## config.mk

```make
export PLATFORM = sky130hd
export DESIGN_NAME = accel_stream_loader
export DESIGN_NICKNAME = d
export VERILOG_FILES = /design/src/rtl/accel_stream_loader.sv
export SDC_FILE = /design/constraint.sdc
export NUM_CORES = 1
export LEC_CHECK = 0
export CAP_MARGIN = 15
export CORE_ASPECT_RATIO = 0.5
export CORE_UTILIZATION = 57
export DETAILED_ROUTE_END_ITERATION = 6
export PLACE_DENSITY = 0.88
export SLEW_MARGIN = 20
export SYNTH_ARGS = -nofsm -noshare
export SYNTH_HDL_FRONTEND = slang
export SYNTH_SLANG_ARGS = --single-unit
```

## constraint.sdc

```tcl
create_clock -name clk -period 5.8 [get_ports clk]
set_input_delay 1.16 -clock clk [delete_from_list [all_inputs] [get_ports clk]]
set_output_delay 1.16 -clock clk [all_outputs]
set_load 0.01 [all_outputs]
```

## src/rtl/accel_stream_loader.sv

```systemverilog
// Byte-stream loader for the CNN accelerator: packs bytes into 64-bit words,
// writes picture/weight memories, then runs one inference per picture frame.
module accel_stream_loader #(
  parameter int unsigned PIC_WORDS      = 98,
  parameter int unsigned WGT_WORDS      = 128,
  parameter int unsigned TIMEOUT_CYCLES = 65535
) (
  input  logic        clk,
  input  logic        rst_n,
  input  logic        s_valid,
  output logic        s_ready,
  input  logic [7:0]  s_data,
  input  logic        s_last,
  input  logic        s_tgt,
  output logic        picture_ext_we,
  output logic [6:0]  picture_ext_addr,
  output logic [63:0] picture_ext_data,
  output logic        weight_ext_we,
  output logic [6:0]  weight_ext_addr,
  output logic [63:0] weight_ext_data,
  output logic        acc_start,
  input  logic        acc_done,
  input  logic [3:0]  acc_label,
  output logic        res_valid,
  input  logic        res_ready,
  output logic [3:0]  res_label,
  output logic        res_timeout,
  output logic        weights_loaded,
  output logic        ovf
);

  typedef enum logic [2:0] {IDLE, PACK, WRITE, START, WAIT, RESULT} state_t;

  localparam logic [7:0]  PIC_LIM = 8'(PIC_WORDS);
  localparam logic [7:0]  WGT_LIM = 8'(WGT_WORDS);
  localparam logic [15:0] T_LAST  = 16'(TIMEOUT_CYCLES - 1);

  state_t      state, state_next;
  logic        tgt;
  logic        last_q;
  logic [7:0]  word_cnt;
  logic [2:0]  byte_cnt;
  logic [63:0] pack;
  logic [15:0] tcnt;
  logic [6:0]  pic_addr_q, wgt_addr_q;
  logic [63:0] pic_data_q, wgt_data_q;
  logic        accept, at_limit;

  assign accept   = s_valid && s_ready;
  assign at_limit = (state == PACK) && (word_cnt >= (tgt ? WGT_LIM : PIC_LIM));

  // Write ports show the live word in WRITE and otherwise hold the last word written.
  assign picture_ext_addr = picture_ext_we ? word_cnt[6:0] : pic_addr_q;
  assign picture_ext_data = picture_ext_we ? pack : pic_data_q;
  assign weight_ext_addr  = weight_ext_we ? word_cnt[6:0] : wgt_addr_q;
  assign weight_ext_data  = weight_ext_we ? pack : wgt_data_q;

  always_ff @(posedge clk or negedge rst_n) begin
    if (!rst_n) state <= IDLE;
    else        state <= state_next;
  end

  always_comb begin
    state_next     = state;
    s_ready        = 1'b0;
    picture_ext_we = 1'b0;
    weight_ext_we  = 1'b0;
    acc_start      = 1'b0;
    res_valid      = 1'b0;
    unique case (state)
      IDLE: begin
        s_ready = 1'b1;
        if (accept) state_next = s_last ? WRITE : PACK;
      end
      PACK: begin
        s_ready = 1'b1;
        if (accept) begin
          if (at_limit) begin
            if (s_last) state_next = tgt ? IDLE : START;
          end else if (s_last || byte_cnt == 3'd7) begin
            state_next = WRITE;
          end
        end
      end
      WRITE: begin
        picture_ext_we = !tgt;
        weight_ext_we  = tgt;
        if (last_q) state_next = tgt ? IDLE : START;
        else        state_next = PACK;
      end
      START: begin
        acc_start  = 1'b1;
        state_next = WAIT;
      end
      WAIT: begin
        if (acc_done || tcnt == T_LAST) state_next = RESULT;
      end
      RESULT: begin
        res_valid = 1'b1;
        if (res_ready) state_next = IDLE;
      end
      default: state_next = IDLE;
    endcase
  end

  always_ff @(posedge clk or negedge rst_n) begin
    if (!rst_n) begin
      tgt            <= 1'b0;
      last_q         <= 1'b0;
      word_cnt       <= '0;
      byte_cnt       <= '0;
      pack           <= '0;
      tcnt           <= '0;
      pic_addr_q     <= '0;
      pic_data_q     <= '0;
      wgt_addr_q     <= '0;
      wgt_data_q     <= '0;
      res_label      <= '0;
      res_timeout    <= 1'b0;
      weights_loaded <= 1'b0;
      ovf            <= 1'b0;
    end else begin
      unique case (state)
        IDLE: begin
          if (accept) begin
            tgt      <= s_tgt;
            word_cnt <= '0;
            pack     <= {56'd0, s_data};
            byte_cnt <= 3'd1;
            last_q   <= s_last;
          end
        end
        PACK: begin
          if (accept) begin
            if (at_limit) begin
              ovf <= 1'b1;
              if (s_last && tgt) weights_loaded <= 1'b1;
            end else begin
              pack[{byte_cnt, 3'b000} +: 8] <= s_data;
              byte_cnt <= byte_cnt + 3'd1;
              last_q   <= s_last;
            end
          end
        end
        WRITE: begin
          if (tgt) begin
            wgt_addr_q <= word_cnt[6:0];
            wgt_data_q <= pack;
            if (last_q) weights_loaded <= 1'b1;
          end else begin
            pic_addr_q <= word_cnt[6:0];
            pic_data_q <= pack;
          end
          word_cnt <= word_cnt + 8'd1;
          byte_cnt <= '0;
          pack     <= '0;
        end
        START: tcnt <= '0;
        WAIT: begin
          if (acc_done) begin
            res_label   <= acc_label;
            res_timeout <= 1'b0;
          end else if (tcnt == T_LAST) begin
            res_label   <= 4'hF;
            res_timeout <= 1'b1;
          end else begin
            tcnt <= tcnt + 16'd1;
          end
        end
        default: ;
      endcase
    end
  end

endmodule

```

==> summary.md, run 1 <==
| Metric | Value |
|---|---|
| Hold Startpoint | `weights_loaded` |
| Max frequency | `roughly 0.21 GHz` |
| Crit path time final | `just under 5 ns` |
| Maxcap violations | `0` |
| Crit start category | `flip-flop` |
| First-pass GRT wire length | `about 38 mm` |
| Period utilisation layout | `0.8283` |
| Worst vdd ir | `about 0.00025 V` |
| Synth Area in XOR/XNOR | `0.006919` |
| Initial antenna violation count | `0` |
| Num CTS Buffers | `22` |
| Routability Congestion | `between 0.7 and 0.8` |
| Crit Path Class | `reg2out` |
| Ys async rst share | `1.000` |
| Placement Cell Area | `between 10000 and 15000 µm²` |
| # clock sinks | `around 250` |
| FP Rows | `34` |
| Worst reg2reg path depth | `7` |
| Hold WS | `0.4840 ns` |
| Initial DRT Pass Iterations | `4` |
| Worst Path Max Fanout | `26` |
| Die Y | `96.25 µm` |
| Final Skew | `between 0.009 and 0.01 ns` |
| Multiplexer area fraction after synthesis | `0.2183` |
| H-tree levels | `1` |
| Outcome | `completed` |
| Post-CTS Setup Inserts | `0` |
| Via/cell ratio | `slightly below 6` |
| Vias in the first global route | `approximately 7.1k` |
| Area occupied by multi-input gates | `about 3800 µm²` |
| Clock Path Buffers | `3` |
| Via Count | `~6.8k` |
| CTS resizes | `0` |
| Min-Delay Endpoint | `weights_loaded` |
| Slew @ Worst Pin | `0.8118 ns` |
| Netlist cell types | `53` |
| Sequential Area | `6131 µm²` |
| Clk_lat worst skew | `about 0.51 ns` |
| Pin count of the biggest net entering global routing | `150` |
| Antenna Nets Post-Route | `0` |
| Hold Fails Final Rpt | `0` |
| Simple-Gate Fraction of Synth Area | `0.08673` |
| Number of flops mapped to enable cells by yosys | `0` |
| Mapped Cells | `approximately 760` |
| Largest family of logic cells by synthesized area | `multiplexers` |
| CP max stage cell | `nor2_4` |
| Layout cells sized above 1 | `0.1977` |
| Routed WL | `24.12 mm` |
| Hold Buf Count CTS | `0` |
| Critical Path AT | `3.64 ns` |
| Top post-synthesis cells by area | `dfrtp_1 (61%), mux2_2 (14%), mux2i_1 (5.9%)` |
| RSZ-0062 raised after global routing | `no` |
| P per Cell Area | `roughly 430 nW/µm²` |
| Reg2Reg Launch Point | `tgt` |
| Fillers | `1081` |
| Synth Area in Adders | `0.01359` |
| Reg clk slew, reported paths | `approximately 0.070 ns` |
| Max_slew headroom | `0.4547` |
| Gr ovfl total | `0` |
| Core ar. | `between 15000 and 20000 µm²` |
| Leading area contributor after synthesis | `dfrtp_1` |
| Max Slew Vio Count | `0` |
| Fin area | `between 10000 and 15000 µm²` |
| Yosys top cell area share | `0.6054` |
| Die extent in x | `190.5 µm` |
| R2r endpoint | `pack[56]` |
| Root Driver | `clkbuf_16` |
| Synth Register Bits | `245` |
| Nets@finish | `between 900 and 1k` |
| Critical path cell sequence | `nor2b_1, nand2b_1, nor2_4, buf_4, mux2_2, clkdlybuf4s50_1` |
| Top delay family on crit path | `simple AND/OR/NAND/NOR gates` |
| Initial DRC Count | `~450` |
| CTS tree | `done` |
| WL/cell | `between 20 and 25 µm` |
| Port bufs | `around 170` |
| Worst Path Required | `4.64 ns` |
| Synth Flop Type | `dfrtp_1` |
| Flop2flop setup slack | `~2.6 ns` |
| Total number of yosys warnings | `0` |
| IO Pins | `173` |
| # diodes | `0` |
| Min-delay worst type | `reg2reg` |
| Finish-stage setup viols | `0` |
| Crit. End Element | `primary output` |
| Slowest stage delay, CP | `just over 0.6 ns` |
| Syn avg cell area | `13.29 µm²` |
| Layout area overhead | `27.71%` |
| Area of the mapped netlist | `about 10000 µm²` |
| Compound-Gate Fraction of Synth Area | `0.04781` |
| Most frequent cells in the layout | `dfrtp_1 (245), clkdlybuf4s50_1 (171), mux2_2 (127), nand2_1 (87), mux2i_1 (60)` |
| Sequential area share after synthesis | `0.6054` |
| DR DRC count | `0` |
| Most common cell after layout, fill and taps aside | `dfrtp_1` |
| Leakage power | `between 0.006 and 0.007 µW` |
| CP Buf/Inv Count | `2` |
| GRT Total Usage | `0.2714` |
| Dpl hpwl | `15.61 mm` |
| Core Util, Final | `0.7452` |
| Cell depth of the worst min-delay path | `2` |
| Initial Utilization | `0.5835` |
| Setup tns final | `0 ns` |
| Die area | `18340 µm²` |
| Final Total Pwr | `approximately 5600 µW` |
| Syn nets | `about 790` |
## Yosys cell counts, types with 3 or more instances
library cell,instances
dfrtp_1,245
mux2_2,127
nand2_1,87
mux2i_1,60
nor2_1,21
buf_2,19
nand3_1,19
a21oi_1,16
mux2_1,16
clkbuf_1,13
inv_1,13
a22o_1,11
ha_1,11
o21ai_0,11
or3_1,9
and3_1,6
nand2b_1,6
nor4_1,6
xnor2_1,6
nand4_1,5
o21a_1,4
o22a_1,4
o31ai_1,4
or4_1,4
o41ai_1,3
## state kept, by name, summed over array words and instances (netlist names), 3 cells and up
register and cells:
res_label 4, wgt_data_q 64, pic_data_q 64, word_cnt 8
state 3, pic_addr_q 7, pack 64, wgt_addr_q 7
byte_cnt 3, tcnt 16
## worst min-delay path, delay by kind of cell, from the launching register on
| kind | cells | cell delay (ns) |
|---|---|---|
| flops | 1 | 0.35 |
| compound gates | 1 | 0.06 |
| buf+inv | 1 | 0.05 |
## cells by family after synthesis
family	after synthesis
buffers and inverters	49
DFF	245
and+or+nand+nor	178
AOI/OAI and AO/OA	68
muxes	203
adders and majority gates	11
xor gates and xnor gates	8
## report_power, final
| group | internal, µW | total, µW | switching (µW) |
|---|---|---|---|
| Clock | 1020 | 1680 | 654 |
| Sequential | 2000 | 2220 | 219 |
| Combinational | 792 | 1660 | 873 |
| Total | 3820 | 5560 | 1750 |
## per-layer routing
metal / up-vias / track usage / wire length [µm]
met5: - / 0.008242 / 0
met4: 0 / 0.06733 / 460
met3: 46 / 0.05979 / 1428
met2: 232 / 0.4703 / 12200
met1: 3522 / 0.3516 / 10030
li1: 3020 / - / -
## worst max path at each step
stage	to	from	slack, ns	depth (start not counted)
6_report	weight_ext_data[58]	state[1]	1.0	6
3_3_place_gp	picture_ext_data[26]	state[1]	1.65	6
3_5_place_dp	picture_ext_data[29]	state[1]	1.56	6
4_1_cts	weight_ext_data[51]	state[1]	1.03	6
5_1_grt	weight_ext_data[57]	state[1]	0.77	6
2_1_floorplan	picture_ext_data[54]	state[0]	2.74	6
## per-stage QoR
stage / cells / setup slack (ns)
final: 1180 / 0.9957
after global routing: 1180 / 0.7682
after CTS: 1179 / 1.029
after detailed placement: 1139 / 1.561
after global placement: 1139 / 1.647
after floorplan: 762 / 2.740
## layout make-up
| type | instances | area share |
|---|---|---|
| sequential | 245 | 0.4740 |
| tap | 234 | 0.02264 |
| multi-input combinational | 468 | 0.2944 |
| clock buffer | 27 | 0.04721 |
| timing repair buffer | 180 | 0.1407 |
| clock inverter | 13 | 0.01732 |
| inverter | 13 | 0.003773 |
No activity file was read; power rests on OpenSTA's default activity.
==> run 2, diff against run 1 <==
- CORE_UTILIZATION: 57 -> 53
- PLACE_DENSITY: 0.88 -> 0.83
- clock period: 5.8 -> 4.9 ns (I/O delays scaled with it)
==> run 2 against run 1 <==
  * Routed wire length fell by 2.8%
  * Worst setup slack got worse by 0.27 ns
  * Count of clock-buffer cells in the layout is 3 higher
  * Largest power group unchanged
  * Critical path type unchanged
  * Register-to-register slack worse by 0.84 ns
  * Clock power is 12% higher
  * Cell area is essentially flat
  * Sequential cell count did not move
  * Core utilization fell by 4.8 points
  * First-iteration DRC count is 30% lower
  * Largest cell class unchanged
==> summary.md, run 2 (synthesis results as in run 1) <==
| Metric | Value |
|---|---|
| Antenna Nets Post-Route | `0` |
| Layout cells sized above 1 | `0.1983` |
| Max_slew headroom | `0.4756` |
| Setup tns final | `0 ns` |
| Via Count | `approximately 6.7k` |
| CTS tree | `done` |
| IO Pins | `173` |
| Top Registers | `pack x64, pic_data_q x64, wgt_data_q x64` |
| Routed WL | `roughly 23 mm` |
| Initial antenna violation count | `0` |
| Post-CTS Setup Inserts | `0` |
| Crit start category | `flip-flop` |
| Dpl hpwl | `between 15 and 20 mm` |
| Leakage power | `approximately 0.0062 µW` |
| Crit. End Element | `primary output` |
| Fillers | `between 1k and 1.5k` |
| Most frequent cells in the layout | `dfrtp_1 (245), clkdlybuf4s50_1 (171), mux2_2 (127), nand2_1 (87), mux2i_1 (60)` |
| Gr ovfl total | `0` |
| Root Driver | `clkbuf_16` |
| Period utilisation layout | `0.8512` |
| Final Skew | `roughly 0.0070 ns` |
| Worst Path Required | `between 3 and 4 ns` |
| Initial Utilization | `0.5454` |
| Initial DRT Pass Iterations | `5` |
| Slew @ Worst Pin | `about 0.8 ns` |
| Nets@finish | `about 960` |
| Maxcap violations | `0` |
| Outcome | `completed` |
| Crit Path Class | `reg2out` |
| Worst Path Max Fanout | `44` |
| H-tree levels | `1` |
| WL/cell | `19.42 µm` |
| Pin count of the biggest net entering global routing | `around 150` |
| # diodes | `0` |
| RSZ-0062 raised after global routing | `no` |
| Die area | `around 20000 µm²` |
| GRT Total Usage | `0.2474` |
| Max Slew Vio Count | `0` |
| Finish-stage setup viols | `0` |
| Clk_lat worst skew | `just over 0.5 ns` |
| Max frequency | `~0.24 GHz` |
| Vias in the first global route | `roughly 7k` |
| Via/cell ratio | `approximately 5.5` |
| Clock Path Buffers | `3` |
| Initial DRC Count | `312` |
| Routability Congestion | `approximately 0.84` |
| Hold Buf Count CTS | `0` |
| First-pass GRT wire length | `roughly 38 mm` |
| FP Rows | `35` |
| Core ar. | `between 15000 and 20000 µm²` |
| Die extent in x | `between 150 and 200 µm` |
| P per Cell Area | `between 400 and 500 nW/µm²` |
| Port bufs | `172` |
| # clock sinks | `between 200 and 250` |
| Hold Fails Final Rpt | `0` |
| Most common cell after layout, fill and taps aside | `dfrtp_1` |
| Die Y | `99.75 µm` |
| Num CTS Buffers | `22` |
| Critical Path AT | `around 3.2 ns` |
| Crit path time final | `about 4.2 ns` |
| Min-delay worst type | `in2async` |
| Layout area overhead | `27.74%` |
| Reg clk slew, reported paths | `around 0.060 ns` |
| CTS resizes | `0` |
| Worst vdd ir | `0.0003430 V` |
| Hold WS | `0.3395 ns` |
| DR DRC count | `0` |
-- run 2: cell count changes in the layout (fill, tap and decap cells not counted) --
cell and delta:
clkinv_4 +1, clkinv_2 -2, clkbuf_8 +2, buf_12 -1, buf_4 +4, inv_6 -1
clkbuf_1 +1, bufinv_16 -2
-- run 2: path summary, 6_finish.rpt --
kind	from	to	slack, ns	cells after the start
min reg2reg	res_label[3]	res_label[3]	0.49	1
max reg2reg	tgt	pack[63]	1.78	7
max in group asynchronous	rst_n	wgt_data_q[56]	3.27	3
min	rst_n	wgt_data_q[16]	0.34	1
max	state[1]	weight_ext_data[55]	0.73	6
min in group clk	res_label[3]	res_label[3]	0.49	1
-- run 2: critical path: stages, from the launching register on --
cell and delay (ns):
dfrtp_1 0.61, nor2b_1 0.27, nand2b_1 0.23, nor2_4 0.14, buf_4 0.48, mux2_2 0.41
clkdlybuf4s50_1 0.49
-- run 2: per-layer routing --
layer,vias up,track usage,part of all wire
met2,178,0.4220,0.50
li1,3017,-,-
met1,3444,0.3351,0.43
met4,0,0.05367,0.017
met3,34,0.04340,0.050
met5,-,0,0
-- run 2: stage by stage --
stage / instance area [µm²] / setup slack [ns] / power (µW) / instances / utilization
floorplan: 10130 / 2.020 / 3698 / 762 / -
global placement: 12110 / 1.376 / 4524 / 1167 / 0.6524
detailed placement: 12110 / 1.279 / 4601 / 1167 / 0.6524
CTS: 12910 / 0.7218 / 6503 / 1206 / 0.6952
global route: 12940 / 0.5464 / 6776 / 1207 / 0.6967
finish: 12940 / 0.7292 / 6463 / 1207 / 0.6967
-- run 2: layout make-up --
class / instances / area (µm²) / share of cell area
timing repair buffer: 183 / 1829 / 0.1414
inverter: 13 / 48.80 / 0.003772
multi-input combinational: 468 / 3807 / 0.2943
sequential: 245 / 6131 / 0.4739
clock buffer: 30 / 641.9 / 0.04962
clock inverter: 9 / 153.9 / 0.01190
tap: 259 / 324.1 / 0.02505
-- run 2: report_power, final --
group | internal, µW | switching [µW]
clock | 1130 | 755
sequential | 2370 | 248
combinational | 942 | 1010
